File: src/rtl/ikaopll_bus_writer_pkg.sv
// Shared types and constants for the IKAOPLL host-side bus write sequencer.
package ikaopll_bus_writer_pkg;

  // Sequencer phases for one (address, data) register write pair.
  typedef enum logic [2:0] {
    StIdle,
    StAStb,
    StAWait,
    StDStb,
    StDWait
  } state_e;

  // Default timing, counted in phiM enables.
  localparam int unsigned DefWrPulse  = 2;
  localparam int unsigned DefAddrWait = 12;
  localparam int unsigned DefDataWait = 84;

  // Bus levels while no write is in progress.
  localparam logic       BusCsIdle  = 1'b1;
  localparam logic       BusWrIdle  = 1'b1;
  localparam logic       BusA0Reset = 1'b0;
  localparam logic [7:0] BusDReset  = 8'h00;

  function automatic int unsigned max3(input int unsigned a, input int unsigned b,
                                       input int unsigned c);
    int unsigned m;
    m = (a > b) ? a : b;
    return (m > c) ? m : c;
  endfunction

endpackage

File: src/rtl/ikaopll_bus_writer_fifo.sv
// Synchronous FIFO with wrap-bit pointers; a pop frees its slot for a push on the same edge.
module ikaopll_bus_writer_fifo #(
  parameter int unsigned DEPTH = 16,
  parameter int unsigned WIDTH = 16,
  localparam int unsigned AW   = $clog2(DEPTH)
) (
  input  logic             clk,
  input  logic             rst,
  input  logic             push,
  input  logic             pop,
  input  logic [WIDTH-1:0] wdata,
  output logic [WIDTH-1:0] rdata,
  output logic             empty,
  output logic             ready,
  output logic [AW:0]      level
);

  logic [WIDTH-1:0] mem [DEPTH];
  logic [AW:0]      wptr_q, rptr_q;
  logic             full;
  logic             push_ok, pop_ok;

  // Occupancy derives directly from the pointer registers, so it is a registered value.
  always_comb begin
    level   = wptr_q - rptr_q;
    full    = (level == (AW + 1)'(DEPTH));
    empty   = (level == '0);
    ready   = ~full;
    pop_ok  = pop & ~empty;
    push_ok = push & (~full | pop_ok);
    rdata   = mem[rptr_q[AW-1:0]];
  end

  // Pointer update; reset flushes the contents by aligning the pointers.
  always_ff @(posedge clk) begin
    if (rst) begin
      wptr_q <= '0;
      rptr_q <= '0;
    end else begin
      if (push_ok) wptr_q <= wptr_q + (AW + 1)'(1);
      if (pop_ok)  rptr_q <= rptr_q + (AW + 1)'(1);
    end
  end

  // Storage write; contents need no reset since the pointers define validity.
  always_ff @(posedge clk) begin
    if (push_ok) mem[wptr_q[AW-1:0]] <= wdata;
  end

endmodule

File: src/rtl/ikaopll_bus_writer.sv
// Replays queued (address, data) pairs as YM2413 address/data bus writes with chip wait times.
module ikaopll_bus_writer
  import ikaopll_bus_writer_pkg::*;
#(
  parameter int unsigned FIFO_DEPTH = 16,
  parameter int unsigned WR_PULSE   = DefWrPulse,
  parameter int unsigned ADDR_WAIT  = DefAddrWait,
  parameter int unsigned DATA_WAIT  = DefDataWait,
  localparam int unsigned LevelW    = $clog2(FIFO_DEPTH) + 1
) (
  input  logic              i_EMUCLK,
  input  logic              i_RST,
  input  logic              i_phiM_PCEN_n,
  input  logic              i_WR_VALID,
  output logic              o_WR_READY,
  input  logic [7:0]        i_WR_ADDR,
  input  logic [7:0]        i_WR_DATA,
  output logic              o_CS_n,
  output logic              o_WR_n,
  output logic              o_A0,
  output logic [7:0]        o_D,
  output logic              o_BUSY,
  output logic [LevelW-1:0] o_LEVEL
);

  localparam int unsigned CntMax = max3(WR_PULSE, ADDR_WAIT, DATA_WAIT);
  localparam int unsigned CntW   = $clog2(CntMax + 1);
  localparam logic [CntW-1:0] PulseLd = CntW'(WR_PULSE);
  localparam logic [CntW-1:0] AddrLd  = CntW'(ADDR_WAIT);
  localparam logic [CntW-1:0] DataLd  = CntW'(DATA_WAIT);

  state_e          state_q;
  logic [CntW-1:0] cnt_q;
  logic [15:0]     hold_q;
  logic            cs_n_q, wr_n_q, a0_q;
  logic [7:0]      d_q;

  logic            fifo_empty, fifo_pop;
  logic [15:0]     fifo_rdata;
  logic            phim_en, cnt_last;

  // IDLE pops regardless of the phiM enable; only the timed phases wait for it.
  always_comb begin
    phim_en  = ~i_phiM_PCEN_n;
    cnt_last = (cnt_q <= CntW'(1));
    fifo_pop = (state_q == StIdle) & ~fifo_empty;
  end

  ikaopll_bus_writer_fifo #(
    .DEPTH (FIFO_DEPTH),
    .WIDTH (16)
  ) u_fifo (
    .clk   (i_EMUCLK),
    .rst   (i_RST),
    .push  (i_WR_VALID),
    .pop   (fifo_pop),
    .wdata ({i_WR_ADDR, i_WR_DATA}),
    .rdata (fifo_rdata),
    .empty (fifo_empty),
    .ready (o_WR_READY),
    .level (o_LEVEL)
  );

  // Sequencer: bus outputs are registered and change only on the edge the strobe falls or rises.
  always_ff @(posedge i_EMUCLK) begin
    if (i_RST) begin
      state_q <= StIdle;
      cnt_q   <= '0;
      hold_q  <= '0;
      cs_n_q  <= BusCsIdle;
      wr_n_q  <= BusWrIdle;
      a0_q    <= BusA0Reset;
      d_q     <= BusDReset;
    end else begin
      case (state_q)
        StIdle: begin
          if (!fifo_empty) begin
            hold_q  <= fifo_rdata;
            state_q <= StAStb;
            cnt_q   <= PulseLd;
            cs_n_q  <= 1'b0;
            wr_n_q  <= 1'b0;
            a0_q    <= 1'b0;
            d_q     <= fifo_rdata[15:8];
          end
        end
        StAStb: begin
          if (phim_en) begin
            if (cnt_last) begin
              state_q <= StAWait;
              cnt_q   <= AddrLd;
              cs_n_q  <= BusCsIdle;
              wr_n_q  <= BusWrIdle;
            end else begin
              cnt_q <= cnt_q - CntW'(1);
            end
          end
        end
        StAWait: begin
          if (phim_en) begin
            if (cnt_last) begin
              state_q <= StDStb;
              cnt_q   <= PulseLd;
              cs_n_q  <= 1'b0;
              wr_n_q  <= 1'b0;
              a0_q    <= 1'b1;
              d_q     <= hold_q[7:0];
            end else begin
              cnt_q <= cnt_q - CntW'(1);
            end
          end
        end
        StDStb: begin
          if (phim_en) begin
            if (cnt_last) begin
              state_q <= StDWait;
              cnt_q   <= DataLd;
              cs_n_q  <= BusCsIdle;
              wr_n_q  <= BusWrIdle;
            end else begin
              cnt_q <= cnt_q - CntW'(1);
            end
          end
        end
        StDWait: begin
          if (phim_en) begin
            if (cnt_last) begin
              state_q <= StIdle;
              cnt_q   <= '0;
            end else begin
              cnt_q <= cnt_q - CntW'(1);
            end
          end
        end
        default: state_q <= StIdle;
      endcase
    end
  end

  // Output drive and busy flag.
  always_comb begin
    o_CS_n = cs_n_q;
    o_WR_n = wr_n_q;
    o_A0   = a0_q;
    o_D    = d_q;
    o_BUSY = (o_LEVEL != '0) | (state_q != StIdle);
  end

endmodule

File: config.mk
export PLATFORM = sky130hd
export DESIGN_NAME = ikaopll_bus_writer
export DESIGN_NICKNAME = d
export VERILOG_FILES = /design/src/rtl/ikaopll_bus_writer_pkg.sv /design/src/rtl/ikaopll_bus_writer_fifo.sv /design/src/rtl/ikaopll_bus_writer.sv
export SDC_FILE = /design/constraint.sdc
export NUM_CORES = 1
export LEC_CHECK = 0
export ABC_AREA = 1
export CAP_MARGIN = 15
export CORE_MARGIN = 1.5
export CORE_UTILIZATION = 45
export CTS_CLUSTER_DIAMETER = 100
export DETAILED_ROUTE_END_ITERATION = 7
export GPL_ROUTABILITY_DRIVEN = 0
export MAX_ROUTING_LAYER = met4
export PLACE_DENSITY = 0.65
export SYNTH_ARGS = -nofsm -noshare
export SYNTH_HDL_FRONTEND = slang
export SYNTH_SLANG_ARGS = --single-unit
File: constraint.sdc
create_clock -name i_EMUCLK -period 6.31 [get_ports i_EMUCLK]
set_input_delay 1.262 -clock i_EMUCLK [delete_from_list [all_inputs] [get_ports i_EMUCLK]]
set_output_delay 1.262 -clock i_EMUCLK [all_outputs]
set_load 0.01 [all_outputs]
# Word-level counts from Yosys, hierarchy flattened
# Memory sizes are Yosys's and may differ from the RTL's. A register that Yosys moved wholly into a read port is not among the register bits.
# Cells that the tools add are included.
[word_totals]
n_memories = 1
word_cells = 85
ramBits = 256
out_inout_bits = 18
ff_bits = 38
[mem_list]
columns = ["memory", "depth", "word_bits", "rd", "rd_clocked_by_memory_dff", "write_ports", "line_no", "source"]
rows = [
  ["u_fifo.mem", 16, 16, 1, 1, 1, "ikaopll_bus_writer_fifo.sv:18", "logic [WIDTH-1:0] mem [DEPTH];"],
]
[op_classes]
bitwise = 7
n_lt_le_gt_ge = 1
n_reduce_logical = 13
muxes = 35
addsub = 4
eq_ne = 16
[op_table]
columns = ["op", "count"]
rows = [
  ["$mux W7", 9],
  ["$pmux W7 S5", 1],
  ["$mux W3", 9],
  ["$mux W8", 3],
  ["$ne A2 B2 Y1 const B", 10],
  ["$pmux W8 S2", 1],
  ["$pmux W3 S5", 1],
  ["$reduce_and A6 Y1", 2],
  ["$add A5 B1 Y5 const B", 2],
  ["$reduce_bool A5 Y1", 2],
  ["$reduce_and A9 Y1", 1],
  ["$mux W4", 2],
  ["$le A7 B1 Y1 const B", 1],
  ["$mux W1", 7],
  ["$sub A7 B1 Y7 const B", 1],
  ["$eq A3 B2 Y1 const B", 2],
  ["$reduce_bool A3 Y1", 2],
  ["$eq A5 B5 Y1 const B", 1],
  ["$logic_not A5 Y1", 1],
  ["$sub A5 B5 Y5", 1],
  ["$reduce_and A4 Y1", 1],
  ["$and A1 B1 Y1", 3],
  ["$eq A3 B1 Y1 const B", 1],
  ["$eq A3 B3 Y1 const B", 1],
  ["9 further kinds", 11],
]

# Depth between registers and ports, before layout
# Gate-level depths: netlist of the first run.
[depth]
ltp_word = 9
depth_mapped = 14
mapped_depth_nobuf = 13

# Modules after synthesis
# From an unflattened synthesis of the first run, not the netlist that was laid out.
[unflattened]
hier_cells = 1036
area_unflattened_um2 = 12698.4
[modules_own_cells]
columns = ["mod", "area_each_um2", "n_inst", "cells_per_inst"]
rows = [
  ["ikaopll_bus_writer_fifo", 11096.9, 1, 801],
  ["ikaopll_bus_writer", 1601.5, 1, 235],
]

# Least setup slack after synthesis of the first run
# Ideal clock, no wire load.
[synth_timing]
path_kind = "register -> register"
startpoint = "register u_fifo.wptr_q[0]"
endpoint = "memory u_fifo.mem[0][0], enable pin"
setup_slack_ns = 3.198
required_ns = 5.922
period_less_slack_ns = 3.112
arrival_ns = 2.724
setup_time_ns = 0.388
path_stages_with_launch = 14
path_cell_list = "dfxtp_1 inv_1 ha_1 fa_1 nand3b_1 nand2_1 nand2_1 nand2_2 inv_2 nand4_2 nand2_1 inv_2 nand2_1 nor2_1"
[synth_via]
elab_chain_cells = 9
word_cells_on_any_way = 11
[synth_lines]
columns = ["item", "line_no", "source"]
rows = [
  ["start: declaration", "ikaopll_bus_writer_fifo.sv:19", "logic [AW:0] wptr_q, rptr_q;"],
  ["start signal: assignment", "ikaopll_bus_writer_fifo.sv:40", "if (push_ok) wptr_q <= wptr_q + (AW + 1)'(1);"],
  ["$sub A5 B5 Y5 (*)", "ikaopll_bus_writer_fifo.sv:25", "level = wptr_q - rptr_q;"],
  ["net o_LEVEL[4]", "ikaopll_bus_writer.sv:23", "output logic [LevelW-1:0] o_LEVEL"],
  ["$logic_not A5 Y1", "ikaopll_bus_writer_fifo.sv:27", "empty = (level == '0);"],
  ["$not A1 Y1 (no source line)", "-", ""],
  ["$and A1 B1 Y1", "ikaopll_bus_writer.sv:46", "fifo_pop = (state_q == StIdle) & ~fifo_empty;"],
  ["$and A1 B1 Y1", "ikaopll_bus_writer_fifo.sv:29", "pop_ok = pop & ~empty;"],
  ["$or A1 B1 Y1 (*)", "ikaopll_bus_writer_fifo.sv:30", "push_ok = push & (~full | pop_ok);"],
  ["$and A1 B1 Y1 (*)", "ikaopll_bus_writer_fifo.sv:30", ""],
  ["$mux W1 (*)", "ikaopll_bus_writer_fifo.sv:47", "if (push_ok) mem[wptr_q[AW-1:0]] <= wdata;"],
  ["$mux W1 (not written as such) (*)", "ikaopll_bus_writer_fifo.sv:47", ""],
  ["end: declaration", "ikaopll_bus_writer_fifo.sv:18", ""],
]
# Mark *: on every way through the listed nets, which the timed path passes. The rest lies on a longest branch.

# Final worst setup path of the first run
[layout_timing]
startpoint = "register u_fifo.wptr_q[0]"
endpoint = "output o_BUSY"
[layout_via]
elab_chain_cells = 3
[layout_lines]
columns = ["item", "line_no", "source"]
rows = [
  ["$sub A5 B5 Y5", "ikaopll_bus_writer_fifo.sv:25", ""],
  ["$reduce_bool A5 Y1", "ikaopll_bus_writer.sv:146", "o_BUSY = (o_LEVEL != '0) | (state_q != StIdle);"],
  ["$or A1 B1 Y1", "ikaopll_bus_writer.sv:146", ""],
  ["end: declaration", "ikaopll_bus_writer.sv:22", "output logic o_BUSY,"],
]
# Every way passes these cells.

==> results of run 1 <==
-- kinds of logic after synthesis --
logic type | after synthesis | share of synthesized area, %
flip-flops | 298 | 67.0
AND/OR/NAND/NOR | 619 | 20.2
buffers and inverters | 144 | 4.78
adder cells (fa/ha/maj) | 12 | 1.24
XOR/XNOR | 7 | 0.541
AO/OA/AOI/OAI | 143 | 6.19
-- flip-flops by register name, summed over array words and instances (netlist names), named ones only --
signal / cells
hold_q: 8
u_fifo.rptr_q: 5
o_A0: 1
u_fifo.wptr_q: 5
o_D: 8
state_q: 3
o_WR_n: 1
cnt_q: 7
u_fifo.mem: 256
-- routing by layer --
metal  track usage [%]  vias to the layer above
met3              3.52                       62
met1              27.3                     4038
met2              37.5                      293
met4              7.40                        0
met5                 -                        -
li1                  -                     4144
-- path summary, 6_finish.rpt --
check	from	end	depth (start not counted)	slack, ps
max	u_fifo.wptr_q[0]$_SDFFE_PP0P_	o_BUSY	9	2150
min reg2reg	o_A0$_SDFFE_PP0P_	o_A0$_SDFFE_PP0P_	2	450
max reg2reg	u_fifo.wptr_q[0]$_SDFFE_PP0P_	u_fifo.mem[7][0]$_DFFE_PP_	13	2800
min	o_A0$_SDFFE_PP0P_	o_A0$_SDFFE_PP0P_	2	450
-- final cells by class --
type / instances / area, sq um
fillers: 2488 / 13500
clock buffers: 43 / 821
inverters: 79 / 298
clock inverters: 11 / 116
multi-input cells: 781 / 3630
flip-flops and latches: 298 / 8530
repair buffers: 42 / 408
well taps: 378 / 473
-- power by group through the flow --
stage | Combinational [mW] | Clock [mW] | Sequential, mW
after CTS | 1.80 | 1.74 | 2.38
after global routing | 2.02 | 1.82 | 2.40
after floorplan | 1.33 | 0 | 2.36
final | 1.80 | 1.72 | 2.38
after global placement | 1.76 | 0 | 2.41
after detailed placement | 1.79 | 0 | 2.42
-- worst max-delay path: stages, from the launching register on --
cell             delay [ps]
dfxtp_1                 430
inv_1                   110
ha_1                    220
fa_1                    430
nand3b_1                200
nand2_1                  90
nand2_1                  60
nand2_2                 120
nand4_4                 150
clkdlybuf4s50_1         520
-- synth_stat cells (2+ instances only) --
library cell,number
nand2_1,307
edfxtp_1,256
nor2_1,181
nand3_1,111
o21ai_0,78
inv_1,73
dfxtp_1,42
buf_2,30
clkbuf_1,26
a21oi_1,23
o211ai_1,22
o21ai_1,13
ha_1,11
inv_2,5
xor2_1,5
buf_4,4
nand2_2,4
o22ai_1,4
buf_1,3
buf_6,2
nand3_4,2
nand3b_1,2
nand4_1,2
nor2_4,2
==> metrics.yaml, run 1 <==
final_nets: 1265
fin_area_sq_mm: 0.0143
ioPinCount: 38
diodes: 0
cts_sinks: 298
cts_tree: "built"
path_clk_slew_ps: 60
end_kind: "primary output"
async_flop_share_pct: 0
syn_inst: 1223
synth_top_area_share_pct: 60.4
clock_power_share_pct: 29.1
max_slew_margin_pct: 20.4
yosysSeqAreaShare_pct: 67.0
power_density_mw_per_mm2: 413
cts_max_level: 1
worstHoldPathType: "reg -> reg"
synth-main-ff-cell: "edfxtp_1"
synthesis.area_sq_mm: 0.0127
viasPerCell: 5.23
final_hold_viol_count: 0
power.internal_mw: 3.83
wirelength_um: 30900
fin_util_pct: 51.4
avgSynthCellArea_sq_um: 10.4
fp.coreArea_sq_mm: 0.0278
setup_tns_ps: 0
drive_above_1_share_pct: 6.30
final_cell_mix: "nand2_1, edfxtp_1, nor2_1, nand3_1, o21ai_0"
pre_cts_ws_ps: 2730
wl_per_cell_um: 18.9
start_util_pct: 45.8
critPathRequiredTime_ps: 5050
cts_made_buffers: 31
leakage_nw: 5.33
layout_commonest_cell: "nand2_1"
wl_met1_um: 12600
final.min_clock_period_ps: 4160
post-dp-hpwl_um: 18500
start_kind: "flop"
drt_iter0_drc: 929
fin_ws_ps: 2150
cp_max_fo: 6
setup-violations-final: 0
clock_skew_ps: 17.9
cts_setup_buffers: 0
synth_edf_count: 256
synth_top_cell_by_area: "edfxtp_1"
ys_warn_count: 0
die_h_um: 171
grt_use_total_pct: 22.2
highest_layer: "met4"
grt_pass1_vias: 8079
first_pass_iters: 5
swShare_pct: 35.1
grt_pass1_wl_um: 46800
wl_met2_um: 15400
dp_cells: 1578
holdWs_ps: 446
crit_type: "reg -> out"
die_area_sq_mm: 0.0293
rows: 61
ys_types: 39
power_frac_comb_pct: 30.5
grt_overflow: 0
peakVddDrop_mv: 0.253
ctsResizeCount: 0
cap_violations: 0
arrival_ps: 2890
synth_nets: 1255
power.total_mw: 5.89
syn2layout_area_growth_pct: 12.2
placed_area_sq_mm: 0.0133
seqPwrFrac_pct: 40.3
instances_no_fill: 1632
clockBufferDepth: 3
cts-root-buf: "clkbuf_16"
p_switching_mw: 2.07
grt_max_degree: 73
drcViolationCount: 0
hold_buffers: 0
grt_setup_unrepaired: "no"
clk_latency_ps: 570
port_buffers: 37
die_x_um: 171
status: "complete, no violations"
wl_met3_um: 1900
vias: 8537
synth.area.top_cells: "edfxtp_1, nand2_1, dfxtp_1"
finalCritPeriodShare_pct: 65.9
ant_nets: 0
synth-seq-cells: 298
max_freq_mhz: 241
worst_pin_slew_ps: 1190
slew_violations: 0
antenna_found_initial: 0
Power figures use the tool's default switching activity.
==> inputs of run 2 (changes only) <==
clock period = 3.95 ns   (was 6.31 ns; I/O delays follow)
==> metrics.yaml, run 2 (synthesis results as in run 1) <==
end_kind: "primary output"  # unchanged
fin_ws_ps: 347  # was 2150 ps
cts_tree: "built"  # unchanged
start_kind: "flop"  # unchanged
grt_max_degree: 129  # was 73
max_freq_mhz: 278
layout_commonest_cell: "nand2_1"  # unchanged
die_x_um: 171  # unchanged
hold_buffers: 0  # unchanged
power_density_mw_per_mm2: 663  # was 413 mW/mm^2
cts_setup_buffers: 0  # unchanged
diodes: 0  # unchanged
placed_area_sq_mm: 0.0135  # was 0.0133 sq mm
fp.coreArea_sq_mm: 0.0278  # unchanged
cp.depth: 10  # was 9
first_pass_iters: 8  # was 5
worst_pin_slew_ps: 906  # was 1190 ps
ctsResizeCount: 0  # unchanged
cts_max_level: 2  # was 1
worstHoldPathType: "reg -> reg"  # unchanged
syn2layout_area_growth_pct: 14.4  # was 12.2%
largest_register_ffs: 256  # unchanged
clock_skew_ps: 10.9  # was 17.9 ps
start_util_pct: 45.8  # unchanged
final_hold_viol_count: 0  # unchanged
final_cell_mix: "nand2_1, edfxtp_1, nor2_1, nand3_1, o21ai_0"  # unchanged
arrival_ps: 2810  # was 2890 ps
slowest_delay_ps: 530  # was 520 ps
vias: 8712  # was 8537
max_slew_margin_pct: 39.4  # was 20.4%
drt_iter0_drc: 891  # was 929
cts_sinks: 298  # unchanged
cts-root-buf: "clkbuf_16"  # unchanged
rows: 61  # unchanged
grt_pass1_vias: 8179  # was 8079
hold_path_depth: 2  # unchanged
cp_top_family: "buffers and inverters"  # was adder cells
grt_overflow: 0  # unchanged
crit_type: "reg -> out"  # unchanged
ioPinCount: 38  # unchanged
drive_above_1_share_pct: 8.27  # was 6.30%
clk_latency_ps: 510  # was 570 ps
holdWs_ps: 442  # was 446 ps
clockBufferDepth: 3  # unchanged
post-dp-hpwl_um: 18900  # was 18500 um
ant_nets: 0  # unchanged
slew_violations: 0  # unchanged
rr_worst_depth: 14  # was 13
die_h_um: 171  # unchanged
viasPerCell: 5.25  # was 5.23
antenna_found_initial: 0  # unchanged
grt_use_total_pct: 22.4  # was 22.2%
setup-violations-final: 0  # unchanged
grt_setup_unrepaired: "no"  # unchanged
final.min_clock_period_ps: 3600
path_clk_slew_ps: 50  # was 60 ps
cpMostUsedCell: "nand2_1"  # unchanged
cpMaxStageDelayCell: "clkdlybuf4s50_1"  # unchanged
cap_violations: 0  # unchanged
fin_util_pct: 52.4  # was 51.4%
status: "complete, no violations"  # unchanged
final_nets: 1288  # was 1265
dp_cells: 1597  # was 1578
finalCritPeriodShare_pct: 91.2
peakVddDrop_mv: 0.397  # was 0.253 mV
path_cells: "inv_1 -> ha_1 -> fa_1 -> nand3b_1 -> nand2_1 -> nand2_1 -> nand2_2 -> inv_2 -> nand3_1 -> clkdlybuf4s50_1"  # was inv_1 -> ha_1 -> fa_1 -> nand3b_1 -> nand2_1 -> nand2_1 -> nand2_2 -> nand4_4 -> clkdlybuf4s50_1
grt_pass1_wl_um: 47200  # was 46800 um
cp.buffers_inverters: 3  # was 2
die_area_sq_mm: 0.0293  # unchanged
cts_made_buffers: 34  # was 31
fin_area_sq_mm: 0.0146  # was 0.0143 sq mm
instances_no_fill: 1659  # was 1632
drcViolationCount: 0  # unchanged
critPathRequiredTime_ps: 3160  # was 5050 ps
cp_max_fo: 6  # unchanged
wl_per_cell_um: 18.6  # was 18.9 um
leakage_nw: 5.51  # was 5.33 nW
port_buffers: 37  # unchanged
pre_cts_ws_ps: 886  # was 2730 ps
wirelength_um: 30900  # about the same
setup_tns_ps: 0  # unchanged
power.total_mw: 9.66  # was 5.89 mW
## run 2: layout make-up
class	instances	area, sq um
clock buffers	41	908
clock inverters	20	118
fillers	2516	13200
inverters	79	298
multi-input cells	781	3630
flip-flops and latches	298	8530
well taps	378	473
repair buffers	62	603
## run 2: worst register-to-register path: cells and delay by family (launching register included)
family                   cells  cell delay, ps
AND/OR/NAND/NOR              8            1120
adder cells (fa/ha/maj)      2             650
buffers and inverters        4             610
flip-flops                   1             420
## run 2: final timing paths
path	startpoint	to	slack [ps]
worst min register to register	o_A0$_SDFFE_PP0P_	o_A0$_SDFFE_PP0P_	440
worst max register to register	u_fifo.wptr_q[0]$_SDFFE_PP0P_	u_fifo.mem[8][15]$_DFFE_PP_	830
worst max-delay path	u_fifo.wptr_q[0]$_SDFFE_PP0P_	o_WR_READY	350
worst min-delay path	o_A0$_SDFFE_PP0P_	o_A0$_SDFFE_PP0P_	440
## run 2: routing by layer
metal	vias up	global-route usage, %	share of wire (%)
li1	4206	-	-
met1	4148	28.5	41
met2	287	36.7	49
met3	71	3.59	6.8
met4	0	7.97	3.0
met5	-	-	0
## run 2: power breakdown
group | leakage (nW) | switching, mW | internal, mW
logic | 2.35 | 2.07 | 0.962
registers | 2.66 | 0.105 | 3.62
clock network | 0.506 | 1.21 | 1.70
